## src/rtl/mul4_score_pkg.sv

```systemverilog
// mul4_score_pkg: shared widths and FSM state type for the multiplier fitness scorer.
package mul4_score_pkg;
  localparam int WORD_W_DEF = 16;
  localparam int PROD_W = 64;
  localparam int SCORE_W = 32;
  typedef enum logic [1:0] {IDLE, RUN, DRAIN, DONE} state_e;
endpackage

```

## src/rtl/popcount64.sv

```systemverilog
// popcount64: combinational population count of a 64-bit word.
module popcount64 (
  input  logic [63:0] x_i,
  output logic [6:0]  cnt_o
);
  always_comb begin
    cnt_o = '0;
    for (int i = 0; i < 64; i++) cnt_o = cnt_o + 7'(x_i[i]);
  end
endmodule

```

## src/rtl/mul4_fitness_scorer.sv

```systemverilog
// mul4_fitness_scorer: scores a candidate 4-word product against A*B per vector; MUL4_SCORER_EXACT_EN enables exact_cnt.
module mul4_fitness_scorer
  import mul4_score_pkg::*;
#(
  parameter int NUM_VECTORS = 64,
  parameter int WORD_W = WORD_W_DEF
) (
  input  logic                clk,
  input  logic                rst_n,
  input  logic                start,
  input  logic                in_valid,
  output logic                in_ready,
  input  logic [WORD_W-1:0]   a1,
  input  logic [WORD_W-1:0]   a0,
  input  logic [WORD_W-1:0]   b1,
  input  logic [WORD_W-1:0]   b0,
  input  logic [WORD_W-1:0]   y3,
  input  logic [WORD_W-1:0]   y2,
  input  logic [WORD_W-1:0]   y1,
  input  logic [WORD_W-1:0]   y0,
  output logic                busy,
  output logic                done,
  output logic [SCORE_W-1:0]  score,
  output logic [15:0]         exact_cnt
);
  localparam int P = 4 * WORD_W;
  state_e state_q, state_d;
  logic [15:0] cnt_q;
  logic v1_q;
  logic [P-1:0] exp_q, y_q;
  logic [SCORE_W-1:0] score_q;
  logic [PROD_W-1:0] match;
  logic [6:0] pop;
  logic [SCORE_W:0] sum;
  logic accept, last, clear;
  assign accept = in_valid && state_q == RUN;
  assign last = accept && cnt_q == 16'(NUM_VECTORS - 1);
  assign clear = state_q == IDLE && start;
  assign in_ready = state_q == RUN;
  assign busy = state_q == RUN || state_q == DRAIN;
  assign done = state_q == DONE;
  assign score = score_q;
  assign match = PROD_W'(~(exp_q ^ y_q));
  assign sum = {1'b0, score_q} + (SCORE_W + 1)'(pop);
  popcount64 u_pop (.x_i(match), .cnt_o(pop));
  always_comb begin
    state_d = state_q;
    state_d = state_q == IDLE  ? (start ? RUN : IDLE) :
              state_q == RUN   ? (last ? DRAIN : RUN) :
              state_q == DRAIN ? (v1_q ? DRAIN : DONE) : IDLE;
  end
  always_ff @(posedge clk) begin
    if (!rst_n) begin
      state_q <= IDLE;
      cnt_q <= '0;
      v1_q <= 1'b0;
      score_q <= '0;
    end else begin
      state_q <= state_d;
      v1_q <= accept;
      if (clear) begin
        cnt_q <= '0;
        score_q <= '0;
      end else begin
        if (accept) cnt_q <= cnt_q + 16'd1;
        if (v1_q) score_q <= sum[SCORE_W] ? '1 : sum[SCORE_W-1:0];
      end
    end
  end
  // Stage 1 datapath carries no reset; v1_q qualifies it.
  always_ff @(posedge clk) begin
    if (accept) begin
      exp_q <= P'({a1, a0}) * P'({b1, b0});
      y_q <= {y3, y2, y1, y0};
    end
  end
`ifdef MUL4_SCORER_EXACT_EN
  logic [15:0] exact_q;
  always_ff @(posedge clk) begin
    if (!rst_n) exact_q <= '0;
    else if (clear) exact_q <= '0;
    else if (v1_q && pop == 7'(P) && exact_q != '1) exact_q <= exact_q + 16'd1;
  end
  assign exact_cnt = exact_q;
`else
  assign exact_cnt = '0;
`endif
endmodule
```

## config.mk

```make
export PLATFORM = sky130hd
export DESIGN_NAME = mul4_fitness_scorer
export DESIGN_NICKNAME = d
export VERILOG_FILES = /design/src/rtl/mul4_score_pkg.sv /design/src/rtl/popcount64.sv /design/src/rtl/mul4_fitness_scorer.sv
export SDC_FILE = /design/constraint.sdc
export NUM_CORES = 2
export LEC_CHECK = 0
export CORE_UTILIZATION = 25
export CTS_BUF_LIST = sky130_fd_sc_hd__clkbuf_8
export DETAILED_ROUTE_END_ITERATION = 6
export GPL_ROUTABILITY_DRIVEN = 0
export GPL_TIMING_DRIVEN = 0
export PLACE_DENSITY = 0.42
export SYNTH_ARGS = -nofsm -noshare
export SYNTH_HDL_FRONTEND = slang
export SYNTH_HIERARCHICAL = 1
export SYNTH_SLANG_ARGS = --single-unit
```

## constraint.sdc

```tcl
create_clock -name clk -period 10 [get_ports clk]
set_clock_uncertainty 0.15 [all_clocks]
set_input_delay 1 -clock clk [delete_from_list [all_inputs] [get_ports clk]]
set_output_delay 1 -clock clk [all_outputs]
set_load 0.1 [all_outputs]
```

# Word level (Yosys, flattened, before mapping)
# Cells that the tools add are included.
# totals
input_bits	132
out_inout_bits	51
reg_bits	179
elab_cells	92
# classes
bitwise_logic	3
n_addsub	65
n_mux	7
multipliers	1
eq_ne	4
reduce_logical	6
# ops
op	n
adder 7 x 1 -> 7 bit	62
multiplier 32 x 32 -> 64 bit	1
inverter 64 bit	1
XOR 64 bit	1
adder 32 x 7 -> 33 bit	1
two-way mux 32 bit	1
adder 16 x 1 -> 16 bit (second input constant)	1
equality test 16 x 6 -> 1 bit (second input constant)	1
two-way mux 2 bit	4
equality test 2 bit (second input constant)	2
logical AND 1 bit	3
adder 1 x 1 -> 2 bit	1
equality test 2 x 1 -> 1 bit (second input constant)	1
logical NOT 2 bit	1
two-way mux 1 bit	2
OR reduction 2 bit	1
logical OR 1 bit	1
inverter 1 bit	1

# Depth between registers and ports, before layout
# depth
ltp_word	67
depth_mapped	30
mapped_depth_nobuf	30

# Modules after synthesis
# The synthesis kept the hierarchy.
# modules_own_cells
mod	instances	area_each_um2	seq_area_each_um2	cells_per_inst
mul4_fitness_scorer	1	40107.2	4864.7	4169
popcount64	1	1729.2	0.0	172

# Least setup slack after synthesis
# OpenSTA, ideal clock, no wires.
# synth_timing
kind	input port to flip-flop
start	in a1[0]
end	reg exp_q[62] (data pin)
setup_time_ns	0.262
setup_slack_ns	1.968
path_buffers	2
t_required_ns	9.588
t_arrival_ns	7.620
cell_stages	26
path_cell_list	clkbuf_1 and2_1 fa_1 inv_1 fa_1 fa_1 fa_1 inv_1 fa_1 inv_1 fa_1 inv_1 fa_1 fa_1 ha_1 buf_2 a211oi_1 o211ai_1 a21oi_1 o31ai_2 a31oi_1 nor4_1 or4_1 a31oi_1 o21ai_1 xor2_1
# synth_between
elab_chain_len	1
# synth_lines
element	line_no	rtl
start: declaration	mul4_fitness_scorer.sv:13	input logic [WORD_W-1:0] a1,
multiplier 32 x 32 -> 64 bit	mul4_fitness_scorer.sv:73	exp_q <= P'({a1, a0}) * P'({b1, b0});
end signal: assignment	mul4_fitness_scorer.sv:73	
end: declaration	mul4_fitness_scorer.sv:30	logic [P-1:0] exp_q, y_q;
# No other way between the ends.
# A chain may end at the register's enable or synchronous reset.

# Worst setup path in the final report
# layout_timing
start	in a1[3]
end	reg exp_q[61] (data pin)
# Same word-level chain as after synthesis.

==> summary.txt <==
Run status
  – Run status: complete, no violations

Detailed routing
  – # DRC: 0
  – Vias per cell: between 4 and 5
  – Routed WL: ~160000 um
  – Initial drt markers: 2680
  – Antenna Violating Nets Remaining: 0
  – Average wire per standard cell: ~24 um
  – DRT Pass-1 Iters: 5
  – Via count: 30300

Setup path
  – CP Data Required Time: ~10 ns
  – CP Capture Type: flop
  – Startpoint Class: primary input
  – WP data arrival: 10.03 ns
  – Worst r2r src: y_q[61]
  – R2r setup slk: approximately 1 ns
  – CP Max Fanout: 10
  – Reg2Reg Depth: 28
  – Setup CP Type: primary input to flop
  – Slowest cell on crit path: clkbuf_1
  – Most frequent CP cell: fa_1
  – Reg-to-Reg End: score[7]
  – CP peak stage delay: around 0.84 ns

Synthesis
  – Number of flops mapped to enable cells by yosys: approximately 130
  – Warnings, synthesis: 6
  – Distinct cells, synth: 68
  – Synthesized area per cell: 9.64 sq um
  – Post-synthesis sequential area ratio: 11.6%
  – Post-Syn Area: about 42000 sq um
  – Ys async rst share: 0%
  – Synth Instances: ~4300
  – Post-synth top flop: edfxtp_1
  – Yosys reg bits: roughly 180

Placement
  – Placed cells: approximately 6700
  – Post-Place Setup Slack: -0.648 ns
  – Area after DPL: 46400 sq um
  – Dpl hpwl: around 140000 um
  – IO buf count: 166

Clock tree
  – Cts bufs inserted: 25
  – Clock root buffer: clkbuf_8
  – Maximum buffer depth of the clock tree: 3
  – Worst skew pair latency: between 0.5 and 0.6 ns
  – CTS tree: done
  – Clock-pin slew on the worst setup and hold paths: 0.11 ns
  – Post-CTS Setup Bufs: 0
  – Hold buffer count at cts: 0
  – Clock H-tree levels: 4
  – Clock sinks: 179

Timing
  – RSZ-0062 raised after global routing: yes
  – Slew @ Worst Pin: approximately 1.3 ns
  – Slew Limit Headroom: 10.5%
  – Setup TNS: 0 ns
  – Achievable frequency: between 100 and 150 MHz
  – Worst Slack Setup Final: ~0.1 ns
  – Final Cycle Share: slightly below 100%
  – Final Hold Vio Count: 0
  – Final setup fails: 0
  – Min cycle time layout: slightly below 10 ns
  – Slew Viols, Final: 0

Floorplanning
  – DIE WIDTH: between 400 and 500 um
  – Io pins: 183
  – Area of the core: 166000 sq um
  – Die Span Y: roughly 400 um
  – Die ar.: between 150000 and 200000 sq um
  – Initial Util: about 25%
  – Row count: roughly 150

Min path
  – Worst hold path stage count: 2
  – Worst Hold End: cnt_q[8]
  – Hold/Removal Path Class: flop to flop
  – Hold Path Origin: cnt_q[8]

Finish
  – Share of layout cells above drive strength 1: ~2.3%
  – Most frequent cells in the layout: inv_1, fa_1, and2_1, nand2_1, ha_1
  – Layout Cells excl Fill: about 6800
  – Most common cell after layout, fill and taps aside: inv_1
  – # nets final: around 5900
  – Area growth syn-to-layout: 11.9%
  – Final instance area: 46800 sq um

GRT
  – Largest net degree at the start of global routing: between 60 and 70
  – Vias in the first global route: around 32000
  – Congestion Overflow GR: 0
  – Initial antenna violation count: 27
  – First-pass GRT wire length: between 200000 and 250000 um
  – GRT Total Usage: between 10% and 20%

Flow run
  – MaxCap Viol Count: 0
==> per-stage QoR <==
stage	hold WS [ns]	utilization, %
2_1_floorplan	0.317	-
3_3_place_gp	0.339	28.0
3_5_place_dp	0.349	28.0
4_1_cts	0.367	28.2
5_1_grt	0.408	28.3
6_report	0.364	28.3
==> how the worst max path moves through the flow <==
stage	start	cells after the start	to	slack, ns
finish	a1[3]	26	exp_q[61]	0.1
CTS	a1[13]	28	exp_q[62]	0.02
global route	a1[2]	26	exp_q[62]	-0.02
detailed placement	a1[9]	25	exp_q[62]	-0.65
global placement	a1[9]	25	exp_q[62]	-0.75
floorplan	a1[0]	26	exp_q[62]	1.97
==> cell families after synthesis <==
| kind of cell | Yosys count | share of synthesized area (%) |
|---|---|---|
| buffers and inverters | 1194 | 10.9 |
| other | 1 | 0.00896 |
| adder cells (fa/ha/maj) | 1241 | 54.2 |
| AO/OA/AOI/OAI | 279 | 4.18 |
| AND/OR/NAND/NOR | 1278 | 15.6 |
| flip-flops | 179 | 11.6 |
| XOR/XNOR | 168 | 3.52 |
| multiplexers | 1 | 0.0239 |
==> flip-flops by register name (all words and copies together) (netlist names) <==
signal and flops:
v1_q 1, state_q 2, score 32, cnt_q 16, exp_q 64, y_q 64
==> timing repair <==
| action | CTS | global route |
|---|---|---|
| gates resized for setup | 2 | 107 |
| endpoints found under the setup margin | 2 | 5 |
| pin swaps | 0 | 0 |
==> cell type report <==
type,count,area [sq um]
Fill cell,17800,119000
Multi-Input combinational cell,2983,32500
Sequential cell,179,4860
Inverter,956,3590
Tap cell,2189,2740
Timing Repair Buffer,168,1720
Buffer,238,1020
Clock buffer,25,344
Clock inverter,8,42.5
Antenna cell,9,22.5
==> Yosys cell counts, drive strengths merged, types with 3 or more instances <==
library cell | instances | area [sq um]
nand2 | 510 | 1920
o21ai | 53 | 273
nor4 | 4 | 25.0
nor2b | 5 | 31.3
and3 | 17 | 106
nor3 | 12 | 65.1
o21a | 8 | 60.1
and2 | 593 | 3710
a21oi | 120 | 608
a21o | 30 | 226
inv | 956 | 3590
o21bai | 8 | 63.8
edfxtp | 128 | 3840
a21boi | 7 | 52.6
xnor2 | 119 | 1040
o211ai | 10 | 75.1
xor2 | 49 | 429
a211oi | 7 | 57.6
fa | 951 | 19000
nand2b | 6 | 37.5
nor2 | 72 | 270
nand4 | 18 | 113
dfxtp | 51 | 1020
o22ai | 3 | 18.8
o31ai | 7 | 62.6
clkbuf | 217 | 815
nand3 | 26 | 130
ha | 290 | 3630
a31oi | 9 | 71.3
buf | 21 | 145
==> critical path: cells and delay by family <==
| kind | cells | cell delay, ns |
|---|---|---|
| AND/OR/NAND/NOR | 4 | 1.18 |
| XOR/XNOR | 1 | 0.09 |
| AO/OA/AOI/OAI | 6 | 1.61 |
| buffers and inverters | 6 | 1.83 |
| adder cells (fa/ha/maj) | 9 | 4.29 |
==> metal layers <==
layer | up-vias | track usage (%) | routed length (um) | part of all wire, %
li1 | 13200 | - | - | -
met4 | 6 | 4.10 | 3920 | 2.4
met1 | 15900 | 28.7 | 76200 | 47
met5 | - | 0 | 39 | 0.024
met3 | 164 | 2.01 | 11200 | 6.9
met2 | 1062 | 30.4 | 72000 | 44
Power is left out: the tool's default activity adds up to more than one toggle a clock period on the data nets, which glitch-free logic cannot reach.
